$ cat config.mk
export PLATFORM = sky130hd
export DESIGN_NAME = sim_frame_tracker
export DESIGN_NICKNAME = d
export VERILOG_FILES = /design/src/rtl/sim_frame_tracker.sv
export SDC_FILE = /design/constraint.sdc
export NUM_CORES = 1
export LEC_CHECK = 0
export ABC_AREA = 1
export BUFFER_PORTS_ARGS = -buffer_cell sky130_fd_sc_hd__buf_2
export CAP_MARGIN = 20
export CORE_MARGIN = 4
export CORE_UTILIZATION = 55
export CTS_CLUSTER_SIZE = 14
export DETAILED_ROUTE_END_ITERATION = 8
export PLACE_DENSITY = 0.75
export SYNTH_ARGS = -nofsm -noshare
export SYNTH_HDL_FRONTEND = slang
export SYNTH_SLANG_ARGS = --single-unit
$ cat constraint.sdc
create_clock -name clk -period 4.13 [get_ports clk]
set_input_delay 0.413 -clock clk [delete_from_list [all_inputs] [get_ports clk]]
set_output_delay 0.413 -clock clk [all_outputs]
set_load 0.01 [all_outputs]
$ cat src/rtl/sim_frame_tracker.sv
// Frame accounting ahead of the sim dump controller: syncs vsync/led, counts frames, drives dump window and sim_done.
// Latency: vs fall -> frame_stb/frame_cnt after SYNC+1 edges; dump_en one cycle later; no backpressure (free-running strobes).
module sim_frame_tracker #(
    parameter int          WAIT_DL   = 1,
    parameter logic [31:0] MAXFRAMES = 32'd0,
    parameter int          SYNC      = 2
) (
    input  logic        clk,
    input  logic        rst,
    input  logic        vs,
    input  logic        led,
    input  logic [31:0] cfg_start,
    input  logic [31:0] cfg_len,
    output logic [31:0] frame_cnt,
    output logic        frame_stb,
    output logic        dump_en,
    output logic        dump_start_stb,
    output logic        dump_stop_stb,
    output logic        sim_done
);

    typedef enum logic [1:0] {
        S_IDLE,
        S_LOAD,
        S_COUNT,
        S_DONE
    } state_t;

    state_t            state_q;
    logic [SYNC-1:0]   vs_sync_q;
    logic              vs_prev_q;
    logic [1:0]        led_sync_q;
    logic              led_prev_q;
    logic [31:0]       cfg_start_q;
    logic [31:0]       cfg_len_q;
    logic [31:0]       frame_cnt_q;
    logic              frame_stb_q;
    logic              dump_en_q;
    logic              dump_en_dly_q;
    logic              dump_start_stb_q;
    logic              dump_stop_stb_q;
    logic              sim_done_q;

    logic              vs_s_d;
    logic              vs_fall_d;
    logic              dl_done_d;
    logic [32:0]       win_sum_d;
    logic [31:0]       win_end_d;
    logic              in_win_d;
    logic              max_hit_d;

    // Synchronisers power up at 1 so a low input at reset release never looks like an edge.
    always_ff @(posedge clk) begin
        if (rst) begin
            vs_sync_q  <= '1;
            vs_prev_q  <= 1'b1;
            led_sync_q <= 2'b11;
            led_prev_q <= 1'b1;
        end else begin
            vs_sync_q  <= {vs_sync_q[SYNC-2:0], vs};
            vs_prev_q  <= vs_s_d;
            led_sync_q <= {led_sync_q[0], led};
            led_prev_q <= led_sync_q[1];
        end
    end

    assign vs_s_d    = vs_sync_q[SYNC-1];
    assign vs_fall_d = vs_prev_q & ~vs_s_d;
    assign dl_done_d = led_prev_q & ~led_sync_q[1];

    // An overflowing window end means the window runs to the top of the counter range.
    assign win_sum_d = {1'b0, cfg_start_q} + {1'b0, cfg_len_q};
    assign win_end_d = win_sum_d[32] ? 32'hFFFF_FFFF : win_sum_d[31:0];
    assign in_win_d  = (frame_cnt_q >= cfg_start_q) &&
                       ((cfg_len_q == 32'd0) || win_sum_d[32] || (frame_cnt_q < win_end_d));
    assign max_hit_d = (MAXFRAMES != 32'd0) && (frame_cnt_q == MAXFRAMES);

    always_ff @(posedge clk) begin
        if (rst) begin
            state_q          <= S_IDLE;
            cfg_start_q      <= 32'd0;
            cfg_len_q        <= 32'd0;
            frame_cnt_q      <= 32'd0;
            frame_stb_q      <= 1'b0;
            dump_en_q        <= 1'b0;
            dump_en_dly_q    <= 1'b0;
            dump_start_stb_q <= 1'b0;
            dump_stop_stb_q  <= 1'b0;
            sim_done_q       <= 1'b0;
        end else begin
            frame_stb_q <= 1'b0;
            case (state_q)
                S_IDLE: begin
                    if (WAIT_DL != 0) begin
                        state_q <= S_LOAD;
                    end else begin
                        state_q     <= S_COUNT;
                        cfg_start_q <= cfg_start;
                        cfg_len_q   <= cfg_len;
                    end
                end
                S_LOAD: begin
                    if (dl_done_d) begin
                        state_q     <= S_COUNT;
                        cfg_start_q <= cfg_start;
                        cfg_len_q   <= cfg_len;
                    end
                end
                S_COUNT: begin
                    if (max_hit_d) begin
                        state_q    <= S_DONE;
                        sim_done_q <= 1'b1;
                    end else if (vs_fall_d) begin
                        frame_stb_q <= 1'b1;
                        if (frame_cnt_q != 32'hFFFF_FFFF) begin
                            frame_cnt_q <= frame_cnt_q + 32'd1;
                        end
                    end
                end
                default: begin
                    sim_done_q <= 1'b1;
                end
            endcase

            dump_en_q        <= (state_q == S_COUNT) && in_win_d;
            dump_en_dly_q    <= dump_en_q;
            dump_start_stb_q <= dump_en_q & ~dump_en_dly_q;
            dump_stop_stb_q  <= ~dump_en_q & dump_en_dly_q;
        end
    end

    assign frame_cnt      = frame_cnt_q;
    assign frame_stb      = frame_stb_q;
    assign dump_en        = dump_en_q;
    assign dump_start_stb = dump_start_stb_q;
    assign dump_stop_stb  = dump_stop_stb_q;
    assign sim_done       = sim_done_q;

endmodule
=== Yosys cells after proc, flatten, opt, wreduce, memory -nomap -nowiden ===
Index checks and enable logic that the tools add are counted.

* Register bits: 110
* Bits of input ports: 68
* Output and inout port bits: 37
* Word-level logic and storage cells: 47

* $add $sub $neg: 2
* Magnitude comparators: 2
* Equal/unequal tests: 4
* Mux-type cells: 4
* Bitwise gates (word level): 9
* Reductions and logical operators: 12

{| class="wikitable"
|+ Operator list
! operator !! count
|-
| adder 32 x 32 -> 33 bit || 1
|-
| adder 32 x 1 -> 32 bit, second input constant || 1
|-
| greater-or-equal comparator 32 bit || 1
|-
| logical NOT 32 bit || 1
|-
| < comparator 32 bit || 1
|-
| two-way mux 32 bit || 1
|-
| != test 32 bit, second input constant || 1
|-
| NOT 1 bit || 5
|-
| AND 1 bit || 4
|-
| case mux 2 bit (2 select lines) || 1
|-
| AND reduction 2 bit || 2
|-
| AND reduction 3 bit || 1
|-
| OR reduction 3 bit || 1
|-
| == test 2 x 1 -> 1 bit, second input constant || 1
|-
| == test 2 bit, second input constant || 1
|-
| logical AND 1 bit || 2
|-
| logical NOT 2 bit || 1
|-
| logical OR 1 bit || 2
|-
| two-way mux 2 bit || 1
|-
| != test 2 bit, second input constant || 1
|-
| nonzero test 2 bit || 1
|-
| OR reduction 2 bit || 1
|-
| two-way mux 1 bit || 1
|}

=== Depth between registers and ports, before layout ===
* Word-level depth: 6
* Mapped depth: 24
* Mapped depth without buffers: 23

=== Worst setup path after synthesis ===
No wires, ideal clock.

* Kind: register to register
* Start point: register cfg_start_q[0]
* End point: register dump_en_q, in the netlist dump_en
* Library setup time: 0.120 ns
* Data arrival time: 2.919 ns
* Required time: 4.010 ns
* Setup slack: 1.090 ns
* Stages on the path, launching flop included: 23
* Buffers on the path: 0
* Period minus slack after synthesis: 3.040 ns
* Path through: dfxtp_1 -> ha_1 -> fa_1 -> nand2_1 -> nand2_1 -> nand3_1 -> nand2_2 -> nand2_1 -> nand2_2 -> a31oi_2 -> o21ai_2 -> a21oi_2 -> o21ai_1 -> xor2_1 -> nor2_1 -> ha_1 -> nand2_1 -> nor2_1 -> nand4_1 -> nor4_1 -> nand2_1 -> nand2_1 -> a21oi_1

* Cells in the longest elaborated chain, start to end: 6
* Elaborated cells on any way between the ends: 8
* Classes of those cells: add/sub (1); order compare (2); mux (1); reduce/logical (4)

{| class="wikitable"
|+ RTL lines
! item !! line !! source
|-
| from (decl) || 34 || <nowiki>logic [31:0] cfg_start_q;</nowiki>
|-
| from (signal assigned) || 98 || <nowiki>cfg_start_q <= cfg_start;</nowiki>
|-
| from (signal assigned) || 105 || <nowiki>cfg_start_q <= cfg_start;</nowiki>
|-
| adder 32 x 32 -> 33 bit || 72 || <nowiki>assign win_sum_d = {1'b0, cfg_start_q} + {1'b0, cfg_len_q};</nowiki>
|-
| two-way mux 32 bit || 73 || <nowiki>assign win_end_d = win_sum_d[32] ? 32'hFFFF_FFFF : win_sum_d[31:0];</nowiki>
|-
| < comparator 32 bit || 75 || <nowiki>((cfg_len_q == 32'd0) || win_sum_d[32] || (frame_cnt_q < win_end_d));</nowiki>
|-
| logical OR 1 bit || 75 ||
|-
| logical AND 1 bit (*) || 74 || <nowiki>assign in_win_d = (frame_cnt_q >= cfg_start_q) &&</nowiki>
|-
| logical AND 1 bit (*) || 125 || <nowiki>dump_en_q <= (state_q == S_COUNT) && in_win_d;</nowiki>
|-
| to (signal assigned) || 125 ||
|-
| to (decl) || 38 || <nowiki>logic dump_en_q;</nowiki>
|}

Mark *: on every way between the ends. The rest lies on a longest branch, timed or not.
A chain may end at the register's enable or synchronous reset.

=== Final worst setup path ===
Ends and elaborated chain as after synthesis.

==> metrics.md <==
| Metric | Value |
|---|---|
| Top cells by area, synth | dfxtp_1 (28%), ha_1 (15%), a21oi_1 (10%) |
| Asr flop ratio synth | 0% |
| Pre-CTS WS | 0.684 ns |
| Crit Path Class | flop to flop |
| Worst flop-to-flop path endpoint | dump_en |
| Clock share of power | 39.6% |
| CTS clock-pin slew for the worst setup and hold paths | 0.07 ns |
| Dpl cells | 1350 |
| Die Y | 127 um |
| Final setup violation count | 0 |
| Reg2reg start | cfg_start_q[0] |
| Pwr Total | 2.30 mW |
| Resize count post-CTS | 0 |
| 1st-iter DRT viols | 502 |
| Flop-to-flop setup slack | 0.55 ns |
| Final Hold Fails | 0 |
| # clock sinks | 110 |
| LEAKAGE | 4.09 nW |
| RSZ-0062 raised after global routing | false |
| Clock skew | 0.00944 ns |
| H-tree Lvls | 3 |
| CTS tree | done |
| # rows | 43 |
| Post-CTS Hold Fix Bufs | 0 |
| I/O Buffers | 104 |
| Initial Utilization | 56.0% |
| Overall routing resource usage | 26.2% |
| VDD IR-drop max | 0.205 mV |
| Setup bufs post-CTS | 0 |
| Sequential area share after synthesis | 28.3% |
| CP startpoint | cfg_start_q[0] |
| Worst skew pair latency | 0.36 ns |
| Int Pwr | 1.73 mW |
| EDFF count, synth | 0 |
| Worst setup EP type | flop |
| Avg Cell Area, Syn | 7.12 um^2 |
| Vias | 7451 |
| CP Capture Point | dump_en |
| Drt pass-1 iters | 5 |
| IO Count | 105 |
| GPL Wtd Cong | 0.955 |
| Crit path time final | 3.58 ns |
| Post-Syn Area | 7770 um^2 |
| DIE AREA | 16100 um^2 |
| Seq pwr share | 47.9% |
| DRC | 0 |
| Critical Path Start Type | flop |
| Worst-case reg-to-reg path depth | 23 |
| Die width | 127 um |
| Synth Flop Type | dfxtp_1 |
| Power per cell area | 263 nW/um^2 |
| Placed Area | 8430 um^2 |
| FMAX | 280 MHz |
| Slew Viols, Final | 0 |
| Initial antenna violation count | 1 |
| Crit path DAT | 3.87 ns |
| Slew headroom | 56.1% |
| Final #Nets | 1347 |
| Final WS setup | 0.555 ns |
| Area leader, netlist | dfxtp_1 |
| Setup_tns | 0 ns |
| Syn Inst Count | 1092 |
| Max cap viols | 0 |
| # diodes | 0 |
| Required time of the critical path | 4.42 ns |
| Vias in the first global route | 7023 |
| Worst min-delay path category | primary input to flop |
| Global-route wire length before repair | 34300 um |
| Switching power | 0.574 mW |
| Status | complete, no violations |
| Area share of the largest cell type after synthesis | 28.3% |
| Unique masters post-synth | 51 |
| Worst-margin pin slew | 0.652 ns |
| WL final | 21100 um |
| Core area | 13900 um^2 |
| Synth-to-Final Area Change | 12.6% |
| Largest net degree at the start of global routing | 104 |
| Mapped Nets | 1257 |
| Overflow after GRT | 0 |
| Clock buffer depth | 2 |
| Root buffer cell | clkbuf_16 |
| Num CTS Buffers | 9 |
| Antenna-violating nets left | 0 |
| Wirelength per Cell | 15.4 um |
| Switch share | 25.0% |
| Final Cycle Share | 86.6% |
| Count leader, synth | nand2_1 |
| Layout cells sized above 1 | 15.6% |
| HPWL reported at the end of detailed placement | 16700 um |
| CP max FO | 12 |
| #FFs+latches synth | 110 |
| Non-filler instance count after layout | 1365 |
| Vias/cell | 5.46 |
| Synth Warn # | 0 |
| Share of total power in combinational logic | 12.5% |
| Post-route cell area | 8750 um^2 |
| Commonest cells post-synth | nand2_1 (167), a21oi_1 (160), inv_1 (131) |
==> state kept, by name (all words and copies together) (netlist names), 2 cells and up <==
register / cells
cfg_len_q: 32
cfg_start_q: 32
frame_cnt: 32
led_sync_q: 2
state_q: 2
vs_sync_q: 2
==> how the worst min path moves through the flow <==
stage	startpoint	to	slack [ns]	cells after the start
3_3_place_gp	vs_sync_q[0]	vs_sync_q[1]	0.39	1
6_report	vs	vs_sync_q[0]	0.23	2
5_1_grt	vs	vs_sync_q[0]	0.24	2
3_5_place_dp	vs_sync_q[0]	vs_sync_q[1]	0.40	1
4_1_cts	vs	vs_sync_q[0]	0.23	2
2_1_floorplan	led_sync_q[0]	led_sync_q[1]	0.39	1
==> stage by stage <==
stage / hold slack [ns] / utilization, %
6_report: 0.233 / 63.0
5_1_grt: 0.238 / 63.0
4_1_cts: 0.230 / 62.9
3_5_place_dp: 0.403 / 60.7
3_3_place_gp: 0.394 / 60.6
2_1_floorplan: 0.389 / -
==> worst max-delay path, cell delays in order, from the launching register on <==
cell and delay [ns]:
dfxtp_1 0.34, ha_1 0.24, fa_1 0.38, nand2_1 0.09
nand2_1 0.08, nand3_1 0.12, nand2_2 0.08, nand2_1 0.09
nand2_2 0.10, nand2_2 0.08, nand2_1 0.24, inv_1 0.23
o21ai_0 0.11, a21oi_1 0.13, ha_1 0.25, a21oi_1 0.17
o21ai_0 0.12, nand3_1 0.09, nand2_1 0.05, nand2_1 0.06
a21oi_1 0.06, a211oi_1 0.20, nand2_1 0.08, a21oi_1 0.11
==> layout by cell type, fill, tap and decap left out, types with 5 or more instances in the layout <==
master,netlist,routed
a211oi_1,6,6
a21oi_1,160,160
buf_2,0,104
clkbuf_16,0,9
dfxtp_1,110,110
ha_1,96,96
inv_1,131,130
inv_2,12,13
nand2_1,167,167
nand2_2,14,14
nand3_1,25,25
nand4_1,29,29
nor2_1,89,89
nor2_2,6,6
nor3_1,27,27
nor4_1,7,7
o21a_1,9,9
o21ai_0,94,94
or2_2,5,5
xnor2_1,7,7
xor2_1,19,19
==> final cells by class <==
cell class                      count  area [um^2]
Fill cell                        1339         5130
Inverter                          144          543
Timing Repair Buffer              108          583
Clock buffer                       10          229
Tap cell                          180          225
Clock inverter                      4         73.8
Multi-Input combinational cell    809         4890
Sequential cell                   110         2200
==> metal layers <==
| layer | track usage [%] | wire length [um] |
|---|---|---|
| met5 | 0 | 7 |
| met4 | 8.83 | 609 |
| met3 | 4.88 | 1040 |
| met2 | 44.1 | 9780 |
| met1 | 33.9 | 9650 |
==> cells by family after synthesis <==
kind of cell | synth area share, %
buf+inv | 8.68
xor+xnor | 2.93
flops | 28.3
fa+ha+maj | 15.7
simple gates | 23.1
compound gates | 21.2
==> power by group through the flow <==
stage          Combinational [mW]  Clock [mW]  Sequential, mW
2_1_floorplan               0.195           0            1.12
3_3_place_gp                0.281           0            1.13
3_5_place_dp                0.285           0            1.13
4_1_cts                     0.287       0.921            1.10
5_1_grt                     0.334       0.965            1.10
6_report                    0.287       0.912            1.10
No activity file was read; power rests on OpenSTA's default activity.
